==> config.mk <==
export PLATFORM = sky130hd
export DESIGN_NAME = pipeline_hazard_ctrl_flat
export DESIGN_NICKNAME = d
export VERILOG_FILES = /design/src/rtl/pipe_pkg.sv /design/src/rtl/pipeline_hazard_ctrl_if.sv /design/src/rtl/pipeline_hazard_ctrl_hazard_detect.sv /design/src/rtl/pipeline_hazard_ctrl.sv /design/src/flat_wrapper.sv
export SDC_FILE = /design/constraint.sdc
export NUM_CORES = 1
export LEC_CHECK = 0
export BUFFER_PORTS_ARGS = -buffer_cell sky130_fd_sc_hd__buf_4
export CAP_MARGIN = 15
export CORE_MARGIN = 2
export CORE_UTILIZATION = 49
export DETAILED_ROUTE_END_ITERATION = 6
export PLACE_DENSITY = 0.76
export REMOVE_ABC_BUFFERS = 1
export SLEW_MARGIN = 20
export SYNTH_ARGS = -nofsm -noshare
export SYNTH_HDL_FRONTEND = slang
export SYNTH_SLANG_ARGS = --single-unit
==> constraint.sdc <==
create_clock -name clk -period 2.3 [get_ports clk]
set_clock_uncertainty 0.1 [all_clocks]
set_input_delay 0.115 -clock clk [delete_from_list [all_inputs] [get_ports clk]]
set_output_delay 0.115 -clock clk [all_outputs]
set_load 0.005 [all_outputs]
==> src/rtl/pipe_pkg.sv <==
// Shared definitions for the pipeline hazard controller: FSM state encoding and register constants.
package pipe_pkg;

   typedef enum logic [1:0] {
      RUN      = 2'd0,
      MEM_WAIT = 2'd1,
      HALT     = 2'd2
   } state_t;

   localparam logic [4:0] REG_ZERO = 5'd0;

endpackage

==> src/rtl/pipeline_hazard_ctrl_if.sv <==
// Bundle of pipeline hazard inputs, memory handshake and stall/flush controls.
interface pipeline_hazard_ctrl_if #(
   parameter int CNT_W = 16
);
   logic [4:0]       ifid_rs;
   logic [4:0]       ifid_rt;
   logic             idex_memread;
   logic [4:0]       idex_rt;
   logic             exmem_branch;
   logic             exmem_zero;
   logic             exmem_memrd;
   logic             exmem_memwr;
   logic             mem_ready;
   logic             mem_req;
   logic             pc_write;
   logic             pc_src;
   logic             ifid_write;
   logic             ifid_flush;
   logic             idex_write;
   logic             idex_flush;
   logic             exmem_write;
   logic             exmem_flush;
   logic             memwb_flush;
   logic             mem_err;
   logic [CNT_W-1:0] stall_cnt;

   // Controller side: consumes pipeline status, drives every enable/flush.
   modport master (
      input  ifid_rs, ifid_rt, idex_memread, idex_rt, exmem_branch, exmem_zero,
             exmem_memrd, exmem_memwr, mem_ready,
      output mem_req, pc_write, pc_src, ifid_write, ifid_flush, idex_write, idex_flush,
             exmem_write, exmem_flush, memwb_flush, mem_err, stall_cnt
   );

   modport slave (
      output ifid_rs, ifid_rt, idex_memread, idex_rt, exmem_branch, exmem_zero,
             exmem_memrd, exmem_memwr, mem_ready,
      input  mem_req, pc_write, pc_src, ifid_write, ifid_flush, idex_write, idex_flush,
             exmem_write, exmem_flush, memwb_flush, mem_err, stall_cnt
   );
endinterface

==> src/rtl/pipeline_hazard_ctrl_hazard_detect.sv <==
// Combinational load-use detector: a load in ID/EX feeding either source of the IF/ID instruction.
module hazard_detect
   import pipe_pkg::*;
(
   input  logic       idex_memread,
   input  logic [4:0] idex_rt,
   input  logic [4:0] ifid_rs,
   input  logic [4:0] ifid_rt,
   output logic       load_use
);

   // r0 is hard-wired, so a load targeting it never creates a dependency.
   assign load_use = idex_memread && (idex_rt != REG_ZERO) &&
                     ((idex_rt == ifid_rs) || (idex_rt == ifid_rt));

endmodule

==> src/rtl/pipeline_hazard_ctrl.sv <==
// Stall/flush sequencer for the 5-stage pipe: memory-wait freeze, taken-branch flush, load-use stall.
module pipeline_hazard_ctrl
   import pipe_pkg::*;
#(
   parameter int MEM_TIMEOUT = 255,
   parameter int CNT_W       = 16
) (
   input  logic                   clk,
   input  logic                   rst_n,
   pipeline_hazard_ctrl_if.master bus
);

   localparam logic [7:0]       TO_LAST   = 8'(MEM_TIMEOUT - 1);
   localparam logic [CNT_W-1:0] STALL_MAX = '1;

   state_t     state_reg, state_next;
   logic [7:0] to_cnt_reg;
   logic       mem_err_reg;
   logic [CNT_W-1:0] stall_cnt_reg;

   logic load_use;
   logic taken;
   logic mem_access;
   logic to_hit;

   hazard_detect u_hazard_detect (
      .idex_memread (bus.idex_memread),
      .idex_rt      (bus.idex_rt),
      .ifid_rs      (bus.ifid_rs),
      .ifid_rt      (bus.ifid_rt),
      .load_use     (load_use)
   );

   assign taken      = bus.exmem_branch && bus.exmem_zero;
   assign mem_access = bus.exmem_memrd || bus.exmem_memwr;
   assign to_hit     = (to_cnt_reg == TO_LAST);

   always_ff @(posedge clk or negedge rst_n) begin
      if (!rst_n) begin
         state_reg <= RUN;
      end else begin
         state_reg <= state_next;
      end
   end

   always_comb begin
      state_next = state_reg;
      case (state_reg)
         RUN:      if (mem_access && !bus.mem_ready) state_next = MEM_WAIT;
         MEM_WAIT: begin
            if (bus.mem_ready)  state_next = RUN;
            else if (to_hit)    state_next = HALT;
         end
         HALT:     state_next = HALT;
         default:  state_next = RUN;
      endcase
   end

   always_comb begin
      bus.mem_req     = 1'b0;
      bus.pc_write    = 1'b1;
      bus.pc_src      = 1'b0;
      bus.ifid_write  = 1'b1;
      bus.ifid_flush  = 1'b0;
      bus.idex_write  = 1'b1;
      bus.idex_flush  = 1'b0;
      bus.exmem_write = 1'b1;
      bus.exmem_flush = 1'b0;
      bus.memwb_flush = 1'b0;
      case (state_reg)
         RUN, MEM_WAIT: begin
            bus.mem_req = (state_reg == RUN) ? mem_access : 1'b1;
            if (bus.mem_req && !bus.mem_ready) begin
               bus.pc_write    = 1'b0;
               bus.ifid_write  = 1'b0;
               bus.idex_write  = 1'b0;
               bus.exmem_write = 1'b0;
               bus.memwb_flush = 1'b1;
            end else if (taken) begin
               bus.pc_src      = 1'b1;
               bus.ifid_flush  = 1'b1;
               bus.idex_flush  = 1'b1;
               bus.exmem_flush = 1'b1;
            end else if (load_use && state_reg == RUN) begin
               bus.pc_write    = 1'b0;
               bus.ifid_write  = 1'b0;
               bus.idex_flush  = 1'b1;
            end
         end
         default: begin
            bus.pc_write    = 1'b0;
            bus.ifid_write  = 1'b0;
            bus.idex_write  = 1'b0;
            bus.exmem_write = 1'b0;
         end
      endcase
      // Reset overrides everything so the pipe is bubbled while rst_n is held.
      if (!rst_n) begin
         bus.mem_req     = 1'b0;
         bus.pc_write    = 1'b0;
         bus.pc_src      = 1'b0;
         bus.ifid_write  = 1'b0;
         bus.ifid_flush  = 1'b1;
         bus.idex_write  = 1'b0;
         bus.idex_flush  = 1'b1;
         bus.exmem_write = 1'b0;
         bus.exmem_flush = 1'b1;
         bus.memwb_flush = 1'b1;
      end
   end

   // Timeout counter restarts on every entry into MEM_WAIT.
   always_ff @(posedge clk or negedge rst_n) begin
      if (!rst_n) begin
         to_cnt_reg  <= 8'd0;
         mem_err_reg <= 1'b0;
      end else begin
         if (state_reg == MEM_WAIT) begin
            to_cnt_reg <= to_cnt_reg + 8'd1;
            if (!bus.mem_ready && to_hit) begin
               mem_err_reg <= 1'b1;
            end
         end else begin
            to_cnt_reg <= 8'd0;
         end
      end
   end

   always_ff @(posedge clk or negedge rst_n) begin
      if (!rst_n) begin
         stall_cnt_reg <= '0;
      end else if (!bus.pc_write && stall_cnt_reg != STALL_MAX) begin
         stall_cnt_reg <= stall_cnt_reg + CNT_W'(1);
      end
   end

   assign bus.mem_err   = mem_err_reg;
   assign bus.stall_cnt = stall_cnt_reg;

endmodule

==> src/flat_wrapper.sv <==
// flat-port wrapper written by rule: the top's interface ports become plain ports
module pipeline_hazard_ctrl_flat import pipe_pkg::*;
#(
   parameter int MEM_TIMEOUT = 255,
   parameter int CNT_W       = 16
)
  (clk, rst_n, bus_ifid_rs, bus_ifid_rt, bus_idex_memread, bus_idex_rt, bus_exmem_branch, bus_exmem_zero, bus_exmem_memrd, bus_exmem_memwr, bus_mem_ready, bus_mem_req, bus_pc_write, bus_pc_src, bus_ifid_write, bus_ifid_flush, bus_idex_write, bus_idex_flush, bus_exmem_write, bus_exmem_flush, bus_memwb_flush, bus_mem_err, bus_stall_cnt);
  pipeline_hazard_ctrl_if #(.CNT_W(CNT_W)) bus_i ();
  input  logic clk;
  input  logic rst_n;
  input wire logic [$bits(bus_i.ifid_rs)-1:0] bus_ifid_rs;
  input wire logic [$bits(bus_i.ifid_rt)-1:0] bus_ifid_rt;
  input wire logic [$bits(bus_i.idex_memread)-1:0] bus_idex_memread;
  input wire logic [$bits(bus_i.idex_rt)-1:0] bus_idex_rt;
  input wire logic [$bits(bus_i.exmem_branch)-1:0] bus_exmem_branch;
  input wire logic [$bits(bus_i.exmem_zero)-1:0] bus_exmem_zero;
  input wire logic [$bits(bus_i.exmem_memrd)-1:0] bus_exmem_memrd;
  input wire logic [$bits(bus_i.exmem_memwr)-1:0] bus_exmem_memwr;
  input wire logic [$bits(bus_i.mem_ready)-1:0] bus_mem_ready;
  output wire logic [$bits(bus_i.mem_req)-1:0] bus_mem_req;
  output wire logic [$bits(bus_i.pc_write)-1:0] bus_pc_write;
  output wire logic [$bits(bus_i.pc_src)-1:0] bus_pc_src;
  output wire logic [$bits(bus_i.ifid_write)-1:0] bus_ifid_write;
  output wire logic [$bits(bus_i.ifid_flush)-1:0] bus_ifid_flush;
  output wire logic [$bits(bus_i.idex_write)-1:0] bus_idex_write;
  output wire logic [$bits(bus_i.idex_flush)-1:0] bus_idex_flush;
  output wire logic [$bits(bus_i.exmem_write)-1:0] bus_exmem_write;
  output wire logic [$bits(bus_i.exmem_flush)-1:0] bus_exmem_flush;
  output wire logic [$bits(bus_i.memwb_flush)-1:0] bus_memwb_flush;
  output wire logic [$bits(bus_i.mem_err)-1:0] bus_mem_err;
  output wire logic [$bits(bus_i.stall_cnt)-1:0] bus_stall_cnt;
  assign bus_i.ifid_rs = bus_ifid_rs;
  assign bus_i.ifid_rt = bus_ifid_rt;
  assign bus_i.idex_memread = bus_idex_memread;
  assign bus_i.idex_rt = bus_idex_rt;
  assign bus_i.exmem_branch = bus_exmem_branch;
  assign bus_i.exmem_zero = bus_exmem_zero;
  assign bus_i.exmem_memrd = bus_exmem_memrd;
  assign bus_i.exmem_memwr = bus_exmem_memwr;
  assign bus_i.mem_ready = bus_mem_ready;
  assign bus_mem_req = bus_i.mem_req;
  assign bus_pc_write = bus_i.pc_write;
  assign bus_pc_src = bus_i.pc_src;
  assign bus_ifid_write = bus_i.ifid_write;
  assign bus_ifid_flush = bus_i.ifid_flush;
  assign bus_idex_write = bus_i.idex_write;
  assign bus_idex_flush = bus_i.idex_flush;
  assign bus_exmem_write = bus_i.exmem_write;
  assign bus_exmem_flush = bus_i.exmem_flush;
  assign bus_memwb_flush = bus_i.memwb_flush;
  assign bus_mem_err = bus_i.mem_err;
  assign bus_stall_cnt = bus_i.stall_cnt;
  pipeline_hazard_ctrl #(.MEM_TIMEOUT(MEM_TIMEOUT), .CNT_W(CNT_W)) u_core (.clk(clk), .rst_n(rst_n), .bus(bus_i));
endmodule
==> metrics <==
run status finished with violations; failing checks DRC; worst skew pair latency 320 ps; area of the core ~2800 um^2; area of the die around 3500 um^2; GRT Total Usage 18.8%; post-CTS setup buffers 0; DR WL/cell 13.3 um; Seq/Total Area, Yosys 45.8%; Period minus WS final between 2000 and 2500 ps; clk slew on worst S/H paths between 100 and 150 ps; Worst setup SP type register; Post-Syn Area 1480 um^2; Setup-failing EPs final 0; vias in the first global route 1,168; Clock Sinks 27; IO Pins 50; placed cell area 1850 um^2; Least-Margin Pin Slew approximately 440 ps; leakage between 0.8 and 0.9 nW; number of vias per cell ~5.4; Die Ht around 60 um; Residual DRC 7; max FFs per register 16; Multi-input gate area approximately 760 um^2; max-cap violations 0; asr flop ratio synth 100%; fmax approximately 480 MHz; die width 58.9 um; # H-tree levels 1; DR WL met3 258 um; # port buffers 49; CTS tree yes; fin nets 228; Final Wtd Congestion around 0.81; Clock Tree Root clkbuf_4; #FFs+latches synth 27; layout cells sized above 1 29.4%; post-synth cell types 32; crit path to bus_idex_flush; hold slack 131 ps; Main synth FF type dfrtp_1; reg2reg end u_core.bus.stall_cnt[1]; beginning of the critical path u_core.state_reg[0]; # diodes 0; synth warn 0; R2R setup slack 230 ps; Setup TNS 0 ps; Mapped Cells 150; Setup Crit Path Kind register to primary output; DR top layer met4; P per Cell Area 629 nW/um^2; grt ovf 0; initial core utilization 52.6%; Final Hold Fails 0; initial antenna violation count 0; row cnt 19; Critical Path End Type primary output; M1 wire length 1330 um; post-route clock period utilization 91.3%; final instance area 1910 um^2; Worst Path Max Fanout 5; Clock Tree Buf Depth 2; Vias 1,250; CTS buffer count 3; Rel. slew slack 70.9%; FF+latch area 676 um^2; worst vdd ir 0.511 mV; origin of the critical flop-to-flop path u_core.bus.stall_cnt[7]; initial DRC count 40; largest net degree at the start of global routing 32; max-slew violations 0; Post-synth EDFFs 0; drt total wl 3090 um; min-delay worst type primary input to async pin; first-pass GRT wire length 5090 um; Worst R2R Path Depth 5; Syn-to-layout area delta 29.2%; RSZ-0062 raised after global routing false; Detail Placement HPWL 2350 um; Critical Path AT 1880 ps; syn avg cell area around 10 um^2; DR WL met2 1480 um; drt first pass iters 6; ANT nets after route 0; CP required 2090 ps; fillcell total 236
[routing by layer]
layer | track usage, % | up-vias
met3 | 3.96 | 4
met5 | 0 | -
li1 | - | 616
met2 | 31.1 | 40
met4 | 6.17 | 0
met1 | 24.6 | 590
[kinds of logic after synthesis]
logic type / after synthesis / synth area share (%)
AND/OR/NAND/NOR: 68 / 23.2
XOR/XNOR: 29 / 17.2
flip-flops: 27 / 45.8
AO/OA/AOI/OAI: 12 / 5.68
buffers and inverters: 8 / 3.30
multiplexers: 3 / 2.29
adder cells (fa/ha/maj): 3 / 2.54
[critical path, cell delays in order (launching register included)]
cell and delay, ps:
dfrtp_1 450, nor3_1 360, o21ai_0 180, o21ai_1 280, o21bai_1 160, buf_4 130
[layout make-up]
type / instances / share of cell area, %
multi-input combinational: 115 / 39.8
sequential: 27 / 35.4
timing repair buffer: 52 / 20.7
tap: 31 / 2.03
clock buffer: 3 / 1.18
inverter: 3 / 0.591
clock inverter: 1 / 0.262
[metrics by stage]
stage / std cells / total power [mW] / utilization, % / worst slack (ps)
6_report: 232 / 1.20 / 68.0 / 201
3_3_place_gp: 226 / 0.989 / 66.1 / 296
5_1_grt: 232 / 1.28 / 68.0 / 30.6
2_1_floorplan: 145 / 0.800 / - / 314
3_5_place_dp: 226 / 1.00 / 66.1 / 245
4_1_cts: 232 / 1.21 / 67.8 / 61.4
[where the power goes]
part	internal (mW)	total (mW)	switching, mW	leakage, nW
clock network	0.0652	0.202	0.137	0.0177
registers	0.542	0.641	0.0997	0.360
logic	0.208	0.356	0.148	0.518
[repair_timing]
| item | in CTS | in global routing |
|---|---|---|
| endpoints found under the hold margin | 30 | 0 |
| gates resized for setup | 0 | 2 |
| endpoints found under the setup margin | 0 | 3 |
| hold buffers | 2 | 0 |
[worst min-delay path by stage]
stage | slack [ps] | from | end
floorplan | -280 | rst_n | u_core.bus.mem_err
global placement | -40 | rst_n | u_core.to_cnt_reg[3]
detailed placement | -40 | rst_n | u_core.to_cnt_reg[3]
CTS | 130 | rst_n | u_core.to_cnt_reg[3]
global route | 160 | rst_n | u_core.to_cnt_reg[4]
finish | 130 | rst_n | u_core.to_cnt_reg[3]
[cell usage after synthesis (2+ instances only)]
| library cell | n | area share [%] |
|---|---|---|
| xor2_1 | 6 | 3.6 |
| ha_1 | 3 | 2.5 |
| nor3_1 | 3 | 1.0 |
| and3_1 | 5 | 2.1 |
| nor2_1 | 14 | 3.6 |
| nand2_1 | 17 | 4.3 |
| inv_1 | 3 | 0.76 |
| and4_1 | 3 | 1.8 |
| mux2_2 | 3 | 2.3 |
| o21ai_0 | 3 | 1.0 |
| nand2b_1 | 2 | 0.85 |
| nand3_1 | 12 | 4.1 |
| xnor2_1 | 23 | 14 |
| dfrtp_1 | 27 | 46 |
| nand4_1 | 7 | 3.0 |
| buf_4 | 3 | 1.5 |
[cells in the final DEF (no fill, tap or decap), types with 2 or more instances in the layout]
master / count
buf_4: 50
dfrtp_1: 27
xnor2_1: 23
nand2_1: 17
nor2_1: 14
nand3_1: 12
nand4_1: 7
xor2_1: 6
and3_1: 5
inv_1: 3
nor3_1: 3
and4_1: 3
mux2_2: 3
ha_1: 3
clkbuf_4: 3
o21ai_0: 2
nand2b_1: 2
dlygate4sd3_1: 2
Note: power is estimated with default switching activity, not from simulation.
